`config.mk`:
```
export PLATFORM = sky130hd
export DESIGN_NAME = player_motion_ctrl
export DESIGN_NICKNAME = d
export VERILOG_FILES = /design/src/rtl/player_motion_ctrl.sv
export SDC_FILE = /design/constraint.sdc
export NUM_CORES = 1
export LEC_CHECK = 0
export ABC_AREA = 1
export CORE_UTILIZATION = 50
export CTS_BUF_LIST = sky130_fd_sc_hd__clkbuf_8
export DETAILED_ROUTE_END_ITERATION = 12
export MAX_ROUTING_LAYER = met4
export PLACE_DENSITY = 0.86
export RECOVER_POWER = 100
export SETUP_SLACK_MARGIN = 0.5
export SLEW_MARGIN = 20
export SYNTH_ARGS = -nofsm -noshare
export SYNTH_HDL_FRONTEND = slang
export SYNTH_SLANG_ARGS = --single-unit
```
`constraint.sdc`:
```
create_clock -name Clk -period 8.5 [get_ports Clk]
set_input_delay 1.7 -clock Clk [delete_from_list [all_inputs] [get_ports Clk]]
set_output_delay 1.7 -clock Clk [all_outputs]
set_load 0.05 [all_outputs]
```
`src/rtl/player_motion_ctrl.sv`:
```
// Player sprite controller: accelerating/decaying horizontal motion with clamped bounds,
// frame-rate fire request with cooldown, and a rectangular hit-box pixel test.
module player_motion_ctrl #(
  parameter int unsigned COORD_W       = 10,
  parameter int unsigned X_CENTER      = 320,
  parameter int unsigned Y_POS         = 450,
  parameter int unsigned X_MIN         = 0,
  parameter int unsigned X_MAX         = 639,
  parameter int unsigned HALF_W        = 8,
  parameter int unsigned HALF_H        = 4,
  parameter int unsigned ACCEL         = 1,
  parameter int unsigned MAX_SPEED     = 6,
  parameter int unsigned FIRE_COOLDOWN = 15
) (
  input  logic               Clk,
  input  logic               Reset,
  input  logic               frame_clk,
  input  logic               left,
  input  logic               right,
  input  logic               fire,
  input  logic [COORD_W-1:0] DrawX,
  input  logic [COORD_W-1:0] DrawY,
  output logic [COORD_W-1:0] player_x_pos,
  output logic [COORD_W-1:0] player_y_pos,
  output logic [COORD_W-1:0] player_x_vel,
  output logic               shot_req,
  output logic [COORD_W-1:0] shot_x,
  output logic               cooldown_active,
  output logic               is_player
);

  // Signed arithmetic width: unsigned position plus sign plus one guard bit.
  localparam int unsigned SW   = COORD_W + 2;
  localparam int unsigned EW   = COORD_W + 1;
  localparam int unsigned CD_W = (FIRE_COOLDOWN > 0) ? $clog2(FIRE_COOLDOWN + 1) : 1;

  localparam logic signed [SW-1:0] ZERO   = '0;
  localparam logic signed [SW-1:0] V_STEP = SW'(ACCEL);
  localparam logic signed [SW-1:0] V_MAX  = SW'(MAX_SPEED);
  localparam logic signed [SW-1:0] X_LO   = SW'(X_MIN + HALF_W);
  localparam logic signed [SW-1:0] X_HI   = SW'(X_MAX - HALF_W);

  logic               fc_q;
  logic               tick_q;
  logic [COORD_W-1:0] pos_q, pos_d;
  logic [COORD_W-1:0] vel_q, vel_d;
  logic [COORD_W-1:0] shot_x_q, shot_x_d;
  logic [CD_W-1:0]    cd_q, cd_d;
  logic               shot_q, shot_d;
  logic               cd_act_q, cd_act_d;

  logic signed [SW-1:0] v_cur;
  logic signed [SW-1:0] v_new;
  logic signed [SW-1:0] p_new;

  // Per-frame motion, clamp, fire and cooldown update.
  always_comb begin
    pos_d    = pos_q;
    vel_d    = vel_q;
    shot_x_d = shot_x_q;
    cd_d     = cd_q;
    shot_d   = 1'b0;
    cd_act_d = cd_act_q;

    v_cur = SW'($signed(vel_q));
    v_new = v_cur;
    if (left && !right) begin
      v_new = v_cur - V_STEP;
      if (v_new < -V_MAX) v_new = -V_MAX;
    end else if (right && !left) begin
      v_new = v_cur + V_STEP;
      if (v_new > V_MAX) v_new = V_MAX;
    end else if (v_cur > ZERO) begin
      v_new = (v_cur < V_STEP) ? ZERO : v_cur - V_STEP;
    end else if (v_cur < ZERO) begin
      v_new = (-v_cur < V_STEP) ? ZERO : v_cur + V_STEP;
    end

    p_new = $signed({2'b00, pos_q}) + v_new;
    if (p_new < X_LO) begin
      p_new = X_LO;
      v_new = ZERO;
    end else if (p_new > X_HI) begin
      p_new = X_HI;
      v_new = ZERO;
    end

    if (tick_q) begin
      pos_d = COORD_W'(p_new);
      vel_d = COORD_W'(v_new);
      // Cooldown gate uses the pre-tick count; shot position is the post-move one.
      if (fire && (cd_q == '0)) begin
        shot_d   = 1'b1;
        shot_x_d = COORD_W'(p_new);
        cd_d     = CD_W'(FIRE_COOLDOWN);
      end else if (cd_q != '0) begin
        cd_d = cd_q - 1'b1;
      end
      cd_act_d = (cd_d != '0);
    end
  end

  always_ff @(posedge Clk) begin
    if (Reset) begin
      fc_q     <= 1'b0;
      tick_q   <= 1'b0;
      pos_q    <= COORD_W'(X_CENTER);
      vel_q    <= '0;
      shot_x_q <= '0;
      cd_q     <= '0;
      shot_q   <= 1'b0;
      cd_act_q <= 1'b0;
    end else begin
      fc_q     <= frame_clk;
      tick_q   <= frame_clk & ~fc_q;
      pos_q    <= pos_d;
      vel_q    <= vel_d;
      shot_x_q <= shot_x_d;
      cd_q     <= cd_d;
      shot_q   <= shot_d;
      cd_act_q <= cd_act_d;
    end
  end

  assign player_x_pos    = pos_q;
  assign player_y_pos    = COORD_W'(Y_POS);
  assign player_x_vel    = vel_q;
  assign shot_req        = shot_q;
  assign shot_x          = shot_x_q;
  assign cooldown_active = cd_act_q;

  // Hit-box test widened by one bit so edge-of-screen sums cannot wrap.
  assign is_player = (EW'(DrawX) + EW'(HALF_W) >= EW'(pos_q)) &&
                     (EW'(DrawX) <= EW'(pos_q) + EW'(HALF_W)) &&
                     (EW'(DrawY) + EW'(HALF_H) >= EW'(Y_POS)) &&
                     (EW'(DrawY) <= EW'(Y_POS) + EW'(HALF_H));

endmodule

```
==> results of run 1 <==
[where the power goes]
group | internal, mW | switching [mW]
clock network | 0.118 | 0.0632
logic | 0.141 | 0.295
registers | 0.190 | 0.0220
total | 0.449 | 0.380
[per-layer routing]
metal,share of wire [%],track usage [%],up-vias
li1,-,-,2144
met1,44,34.8,1968
met2,49,48.2,134
met3,5.1,2.09,22
met4,1.9,7.80,0
met5,0,-,-
[cell type report]
cell class,instances,share of cell area [%]
well taps,102,2.75
flip-flops and latches,38,16.4
inverters,96,7.77
repair buffers,58,12.5
clock buffers,5,1.48
clock inverters,3,1.48
multi-input cells,464,57.6
[synth_stat cells, types with 2 or more instances]
library cell,count
nand4_1,13
nor2_4,2
nand3_1,49
nor3_1,10
inv_1,91
o21ai_1,4
o21ai_0,48
a31oi_1,4
dfxtp_1,38
xor2_1,18
ha_1,39
buf_6,3
nand2_1,112
nand2_2,3
o22ai_1,2
nand3b_1,6
clkbuf_1,11
o211ai_1,3
buf_2,3
a21oi_2,2
inv_2,5
nor4_1,2
a21oi_1,59
conb_1,2
o221ai_1,2
a211oi_1,2
nor2_2,4
buf_4,12
xnor2_1,3
or2_2,2
nor2_1,43
[flip-flops by register name, summed over array words and instances, names as in the netlist]
name	flops
cd_q	4
cooldown_active	1
fc_q	1
player_x_pos	10
player_x_vel	10
shot_req	1
shot_x	10
tick_q	1
[cell families after synthesis]
group,Yosys count,synth area share (%)
xor gates and xnor gates,21,4.65
buffers and inverters,125,13.7
AOI/OAI and AO/OA,140,19.9
adders and majority gates,40,12.8
DFF,38,19.2
and+or+nand+nor,253,29.5
other,2,0.190
[worst paths after layout]
kind	startpoint	to	slack [ns]
worst min-delay path	fc_q	tick_q	0.39
worst max-delay path	DrawX[5]	is_player	2.15
worst max register to register	player_x_vel[0]	shot_x[3]	2.77
worst min register to register	fc_q	tick_q	0.39
[critical path: cells and delay by family]
kind                     cells  cell delay (ns)
AO/OA/AOI/OAI                2             0.25
XOR/XNOR                     1             0.17
adder cells (fa/ha/maj)      1             0.30
buffers and inverters        4             1.60
AND/OR/NAND/NOR              5             0.64
==> results.yml, run 1 <==
clocking:
  insertion_delay_ns: 0.29
  cts_root_buffer: "clkbuf_8"
  clockBufferDepth: 2
  htreeDepth: 2
  numCtsBuffers: 5
  cts_tree: "yes"
  cts_hold_buf: 0
  post_cts_buffers: 0
  cts.clk_slew.worst_paths_ns: 0.08
  post_cts_resized: 0
  clock-sinks: 38
status:
  status: "completed"
sta:
  worst_slew_margin_rel_pct: 30.8
  finalCritPeriodShare_pct: 74.7
  final.min_clock_period_ns: 6.35
  setup_tns_ns: 0
  drv_slew: 0
  hold_ws_ns: 0.387
  fmax_mhz: 158
  setup_viol: 0
  worst_pin_slew_ns: 1.03
  fin_ws_ns: 2.15
  fin_skew_ns: 0.00713
  rsz0062_at_grt: "false"
  finalHoldViolations: 0
min_path:
  min_path_cells: 1
  hp-class: "flip-flop to flip-flop"
route:
  viasPerCell: 5.57
  post_drt_wl_per_cell_um: 14.7
  ant_nets: 0
  drt_wl_total_um: 11200
  firstDrtPassIters: 7
  vias: 4268
  drc: 0
  drtIter0Drc: 227
synth:
  synth_top_area_share_pct: 19.2
  netlist_area_um2: 3960
  synth_edf_count: 0
  yosysWarningCount: 0
  syn-instance-count: 619
  yosysSeqAreaShare_pct: 19.2
  async_reset_ff_share_pct: 0
  synth_seq_cells: 38
  synth_cell_type_count: 53
  synthFlopType: "dfxtp_1"
  avgSynthCellArea_um2: 6.39
  synthTopCellsByArea: "dfxtp_1, ha_1, nand2_1"
  synth_top_cell_by_area: "dfxtp_1"
floorplan:
  fp.dieW_um: 90.9
  dieArea_um2: 8270
  die_y_um: 90.9
  initial_core_util_pct: 51.4
  core_area_um2: 7690
  io_pins: 69
  rows: 32
setup_path:
  start_kind: "input port"
  ff2ff_path_depth: 27
  path_class: "input port to output port"
  critical_path.max_fanout: 4
  slowest_stage: "dlygate4sd3_1"
  crit_chain: "clkdlybuf4s50_1, nand3_1, xor2_1, inv_1, ha_1, nand2_1, inv_1, nand4_1, nand3_1, o2bb2ai_1, a31oi_1, nor4_1, dlygate4sd3_1"
  crit_path_end_kind: "output port"
  required_ns: 6.80
  max_stage_delay_ns: 0.91
  crit_arrival_ns: 4.65
grt:
  grt_max_degree: 38
  grt_overflow: 0
  grt.total_usage_pct: 27.8
  grt_pass1_wl_um: 18500
  grt_pass1_vias: 3961
  antenna_found_initial: 0
power:
  p_per_area_nw_per_um2: 179
  ir_drop_v: 0.000230
  power_mw: 0.828
  power.leakage_nw: 2.39
job:
  max_cap_viol_count: 0
place:
  hpwl_um: 8790
  dp_cells: 758
  io_buffer_count: 58
  gp_congestion: 0.976
  placed_area_um2: 4510
  pre_cts_ws_ns: 2.22
finish:
  syn_to_final_growth_pct: 17.3
  multi_input_area_um2: 2670
  finalNonFillerCells: 766
  final_common_cell: "nand2_1"
  stdcell_area_um2: 4640
  fill_cells: 716
  final_net_count: 729
  drive_above_1_share_pct: 4.22
  antenna_cells: 0
  register_area_um2: 762
  mostFrequentLayoutCells: "nand2_1, inv_1, a21oi_1, nand3_1, o21ai_0"
  fin_util_pct: 60.4
Power figures use the tool's default switching activity.
==> inputs of run 2 (changes only) <==
==> constraint.sdc (replaced) <==
create_clock -name Clk -period 6.1 [get_ports Clk]
set_input_delay 1.22 -clock Clk [delete_from_list [all_inputs] [get_ports Clk]]
set_output_delay 1.22 -clock Clk [all_outputs]
set_load 0.05 [all_outputs]
==> results.yml, run 2 (synthesis gave the netlist of run 1 again) <==
status:
  status: "finished, violations left"
  violations: "design-rule violations"
sta:
  rsz0062_at_grt: "false"
  setup_tns_ns: 0
  finalHoldViolations: 0
  worst_slew_margin_rel_pct: 28.9
  setup_viol: 0
  fin_skew_ns: 0.00495
  fmax_mhz: 188
  worst_pin_slew_ns: 1.07
  final.min_clock_period_ns: 5.32
  finalCritPeriodShare_pct: 87.3
  drv_slew: 0
setup_path:
  crit_arrival_ns: 4.10
  worst-path-buf-inv: 4
  r2r_setup_slack_ns: 0.88
  max_stage_delay_ns: 0.91
  path_class: "input port to output port"
  crit_end: "is_player"
  ff2ff_path_depth: 25
  start_kind: "input port"
  critPathTopFamily: "buffers and inverters"
  slowest_stage: "dlygate4sd3_1"
  crit_chain: "clkdlybuf4s50_1, nand3_1, xor2_1, inv_1, ha_1, nand2_1, inv_1, nand4_1, nand3_1, o2bb2ai_1, a31oi_1, nor4_1, dlygate4sd3_1"
  required_ns: 4.88
  critical_path.max_fanout: 4
  r2r-end: "player_x_vel[1]"
  crit_path_end_kind: "output port"
  timing.rr.start: "player_x_vel[0]"
  startpoint: "DrawX[5]"
  cp.depth: 13
power:
  ir_drop_v: 0.000194
  p_clk_share_pct: 21.7
  p_seq_share_pct: 25.0
  power_mw: 1.18
  p_switching_mw: 0.553
  power.leakage_nw: 2.39
  sw_frac_of_total_pct: 46.7
  power_frac_comb_pct: 53.3
  p_per_area_nw_per_um2: 253
  p_int_mw: 0.630
floorplan:
  dieArea_um2: 8270
  rows: 32
  core_area_um2: 7690
  die_y_um: 90.9
  initial_core_util_pct: 51.4
  fp.dieW_um: 90.9
  io_pins: 69
route:
  drt_wl_total_um: 11500
  drc: 1
  vias: 4411
  post_drt_wl_per_cell_um: 15.0
  highest_layer: "met4"
  wl_met1_um: 4760
  viasPerCell: 5.75
  ant_nets: 0
  route.met2.wl_um: 5410
  firstDrtPassIters: 9
  wl_met3_um: 890
  drtIter0Drc: 358
clocking:
  cts_root_buffer: "clkbuf_8"
  clock-sinks: 38
  cts_tree: "yes"
  cts_hold_buf: 0
  cts.clk_slew.worst_paths_ns: 0.08
  htreeDepth: 2
  insertion_delay_ns: 0.30
  clockBufferDepth: 2
  numCtsBuffers: 5
place:
  io_buffer_count: 58
  gp_congestion: 0.960
  hpwl_um: 8610
finish:
  drive_above_1_share_pct: 4.81
  fill_cells: 683
  antenna_cells: 0
  final_net_count: 730
  register_area_um2: 761
  syn_to_final_growth_pct: 18.1
  fin_util_pct: 60.8
  multi_input_area_um2: 2710
  final_common_cell: "nand2_1"
  mostFrequentLayoutCells: "nand2_1, inv_1, a21oi_1, nand3_1, o21ai_0"
grt:
  antenna_found_initial: 0
  grt_pass1_wl_um: 18300
  grt_pass1_vias: 4049
  grt.total_usage_pct: 27.5
  grt_max_degree: 38
  grt_overflow: 0
job:
  max_cap_viol_count: 0
min_path:
  hp-class: "flip-flop to flip-flop"
  holdCritStartpoint: "fc_q"
run 2: changes by cell type in the layout (fill, tap and decap cells not counted), sizes merged:
cell	delta
clkdlybuf4s50	+2
dlygate4sd3	-2
nand3	+1
run 2: timing repair:
item	CTS	global route
setup endpoints to repair	0	30
resized for setup	0	6
buffers inserted	0	0
run 2: worst min path at each step:
| stage | depth (start not counted) | slack, ns | endpoint |
|---|---|---|---|
| 6_report | 1 | 0.40 | tick_q |
| 5_1_grt | 1 | 0.44 | tick_q |
| 4_1_cts | 1 | 0.40 | tick_q |
| 3_5_place_dp | 1 | 0.39 | tick_q |
| 3_3_place_gp | 1 | 0.38 | tick_q |
| 2_1_floorplan | 1 | 0.37 | tick_q |
run 2: final cells by class:
type                    instances  area share, %
multi-input cells             465           57.9
flip-flops and latches         38           16.3
repair buffers                 58           12.4
inverters                      96           7.71
well taps                     102           2.73
clock buffers                   5           1.47
clock inverters                 3           1.47
run 2: power by group through the flow:
stage               clock network (mW)  logic, mW  registers, mW
finish                           0.257      0.631          0.296
CTS                              0.260      0.607          0.295
global placement                     0      0.588          0.300
detailed placement                   0      0.599          0.300
global route                     0.269      0.694          0.298
floorplan                            0      0.432          0.333
run 2: per-layer routing:
metal | vias to the layer above | global-route usage [%]
met5 | - | -
met4 | 0 | 10.6
met3 | 54 | 3.60
met2 | 219 | 46.3
met1 | 1992 | 33.4
li1 | 2146 | -
run 2: stage by stage:
step / worst slack, ns / cell area [um2] / instances / hold slack (ns)
floorplan: 1.10 / 3990 / 627 / 0.374
global placement: 0.840 / 4510 / 758 / 0.380
detailed placement: 0.698 / 4510 / 758 / 0.390
CTS: 0.807 / 4650 / 766 / 0.402
global route: 0.313 / 4670 / 767 / 0.435
finish: 0.778 / 4670 / 767 / 0.399
==> inputs of run 3 (changes only) <==
--- a/config.mk
+++ b/config.mk
@@ -17,3 +17,4 @@
 export SYNTH_ARGS = -nofsm -noshare
 export SYNTH_HDL_FRONTEND = slang
 export SYNTH_SLANG_ARGS = --single-unit
+export TNS_END_PERCENT = 20
==> constraint.sdc (replaced) <==
create_clock -name Clk -period 6.1 [get_ports Clk]
set_input_delay 0.915 -clock Clk [delete_from_list [all_inputs] [get_ports Clk]]
set_output_delay 0.915 -clock Clk [all_outputs]
set_load 0.05 [all_outputs]
==> results.yml, run 3 (synthesis gave the netlist of run 1 again) <==
status:
  status: "finished, violations left"
  violations: "design-rule violations"
setup_path:
  critical_path.max_fanout: 20
  path_class: "flip-flop to flip-flop"
  timing.rr.start: "player_x_vel[0]"
  worst-path-buf-inv: 4
  critPathTopFamily: "simple AND/OR/NAND/NOR gates"
  r2r-end: "player_x_pos[3]"
  slowest_stage: "a311oi_1"
  cp_common_cell: "nand2_1"
  max_stage_delay_ns: 0.63
  required_ns: 6.29
  crit_path_end_kind: "flip-flop"
  r2r_setup_slack_ns: 0.70
  crit_arrival_ns: 5.59
  ff2ff_path_depth: 29
  start_kind: "flip-flop"
floorplan:
  dieArea_um2: 8270
  core_area_um2: 7690
  die_y_um: 90.9
  rows: 32
  initial_core_util_pct: 51.4
  fp.dieW_um: 90.9
  io_pins: 69
finish:
  fill_cells: 698
  mostFrequentLayoutCells: "nand2_1, inv_1, a21oi_1, nand3_1, o21ai_0"
  antenna_cells: 0
  drive_above_1_share_pct: 4.22
  final_common_cell: "nand2_1"
  finalNonFillerCells: 766
  register_area_um2: 761
  syn_to_final_growth_pct: 16.7
  final_net_count: 729
  multi_input_area_um2: 2670
clocking:
  clockBufferDepth: 2
  clock-sinks: 38
  cts_tree: "yes"
  cts_root_buffer: "clkbuf_8"
  cts_hold_buf: 0
  insertion_delay_ns: 0.29
  post_cts_buffers: 0
  cts.clk_slew.worst_paths_ns: 0.08
  htreeDepth: 2
  post_cts_resized: 0
  numCtsBuffers: 5
grt:
  grt_max_degree: 38
  grt.total_usage_pct: 27.7
  antenna_found_initial: 0
  grt_overflow: 0
  grt_pass1_vias: 3973
  grt_pass1_wl_um: 18500
power:
  power.leakage_nw: 2.37
  p_switching_mw: 0.534
  ir_drop_v: 0.000207
  sw_frac_of_total_pct: 47.8
  power_mw: 1.12
  p_int_mw: 0.583
  p_clk_share_pct: 19.0
  power_frac_comb_pct: 54.5
  p_per_area_nw_per_um2: 242
  p_seq_share_pct: 26.5
sta:
  worst_slew_margin_rel_pct: 26.9
  worst_pin_slew_ns: 1.09
  drv_slew: 0
  fmax_mhz: 185
  fin_ws_ns: 0.703
  finalHoldViolations: 0
  rsz0062_at_grt: "false"
  setup_viol: 0
  fin_skew_ns: 0.00526
  finalCritPeriodShare_pct: 88.5
  setup_tns_ns: 0
  final.min_clock_period_ns: 5.40
route:
  firstDrtPassIters: 9
  drtIter0Drc: 341
  vias: 4308
  viasPerCell: 5.62
  ant_nets: 0
  post_drt_wl_per_cell_um: 14.6
  drc: 1
  drt_wl_total_um: 11200
min_path:
  holdPathEnd: "tick_q"
  hp-class: "flip-flop to flip-flop"
  min_path_cells: 1
  holdCritStartpoint: "fc_q"
job:
  max_cap_viol_count: 0
place:
  hpwl_um: 8930
  pre_cts_ws_ns: 0.783
  gp_congestion: 0.970
  io_buffer_count: 58
  dp_cells: 758
## run 3: worst register-to-register path: cells and delay by family, from the launching register on
kind,cells,cell delay (ns)
compound gates,5,1.25
simple gates,17,2.34
buf+inv,4,0.46
flops,1,0.40
fa+ha+maj,3,0.87
## run 3: area by class of cell
type                            instances  share of cell area (%)
Clock buffer                            5                    1.49
Clock inverter                          3                   0.976
Inverter                               96                    7.80
Sequential cell                        38                    16.5
Timing Repair Buffer                   58                    12.6
Tap cell                              102                    2.76
Multi-Input combinational cell        464                    57.9
## run 3: how the worst max path moves through the flow
stage / from / end / slack (ns) / depth (start not counted)
6_report: player_x_vel[0] / player_x_pos[3] / 0.70 / 29
3_5_place_dp: left / player_x_pos[3] / 0.78 / 22
2_1_floorplan: player_x_pos[3] / is_player / 1.56 / 13
5_1_grt: player_x_vel[1] / shot_x[3] / 0.27 / 31
3_3_place_gp: left / player_x_pos[3] / 0.83 / 22
4_1_cts: player_x_vel[0] / shot_x[3] / 1.00 / 29
## run 3: stage by stage
step / hold slack [ns] / instance area [um2] / utilization [%]
finish: 0.405 / 4620 / 60.1
global route: 0.429 / 4620 / 60.1
CTS: 0.404 / 4630 / 60.2
detailed placement: 0.393 / 4510 / 58.7
global placement: 0.382 / 4510 / 58.7
floorplan: 0.374 / 3990 / -
## run 3: power by group through the flow
stage,logic [mW],registers (mW),clock network [mW]
after floorplan,0.432,0.333,0
after global placement,0.592,0.301,0
after detailed placement,0.602,0.301,0
after CTS,0.607,0.296,0.213
after global routing,0.670,0.299,0.221
final,0.609,0.296,0.212
## run 3: metal layers
| layer | vias up | global-route usage, % | routed length [um] |
|---|---|---|---|
| li1 | 2134 | - | - |
| met1 | 1951 | 35.1 | 4710 |
| met2 | 192 | 47.5 | 5390 |
| met3 | 31 | 1.68 | 778 |
| met4 | 0 | 8.33 | 318 |
| met5 | - | - | 0 |
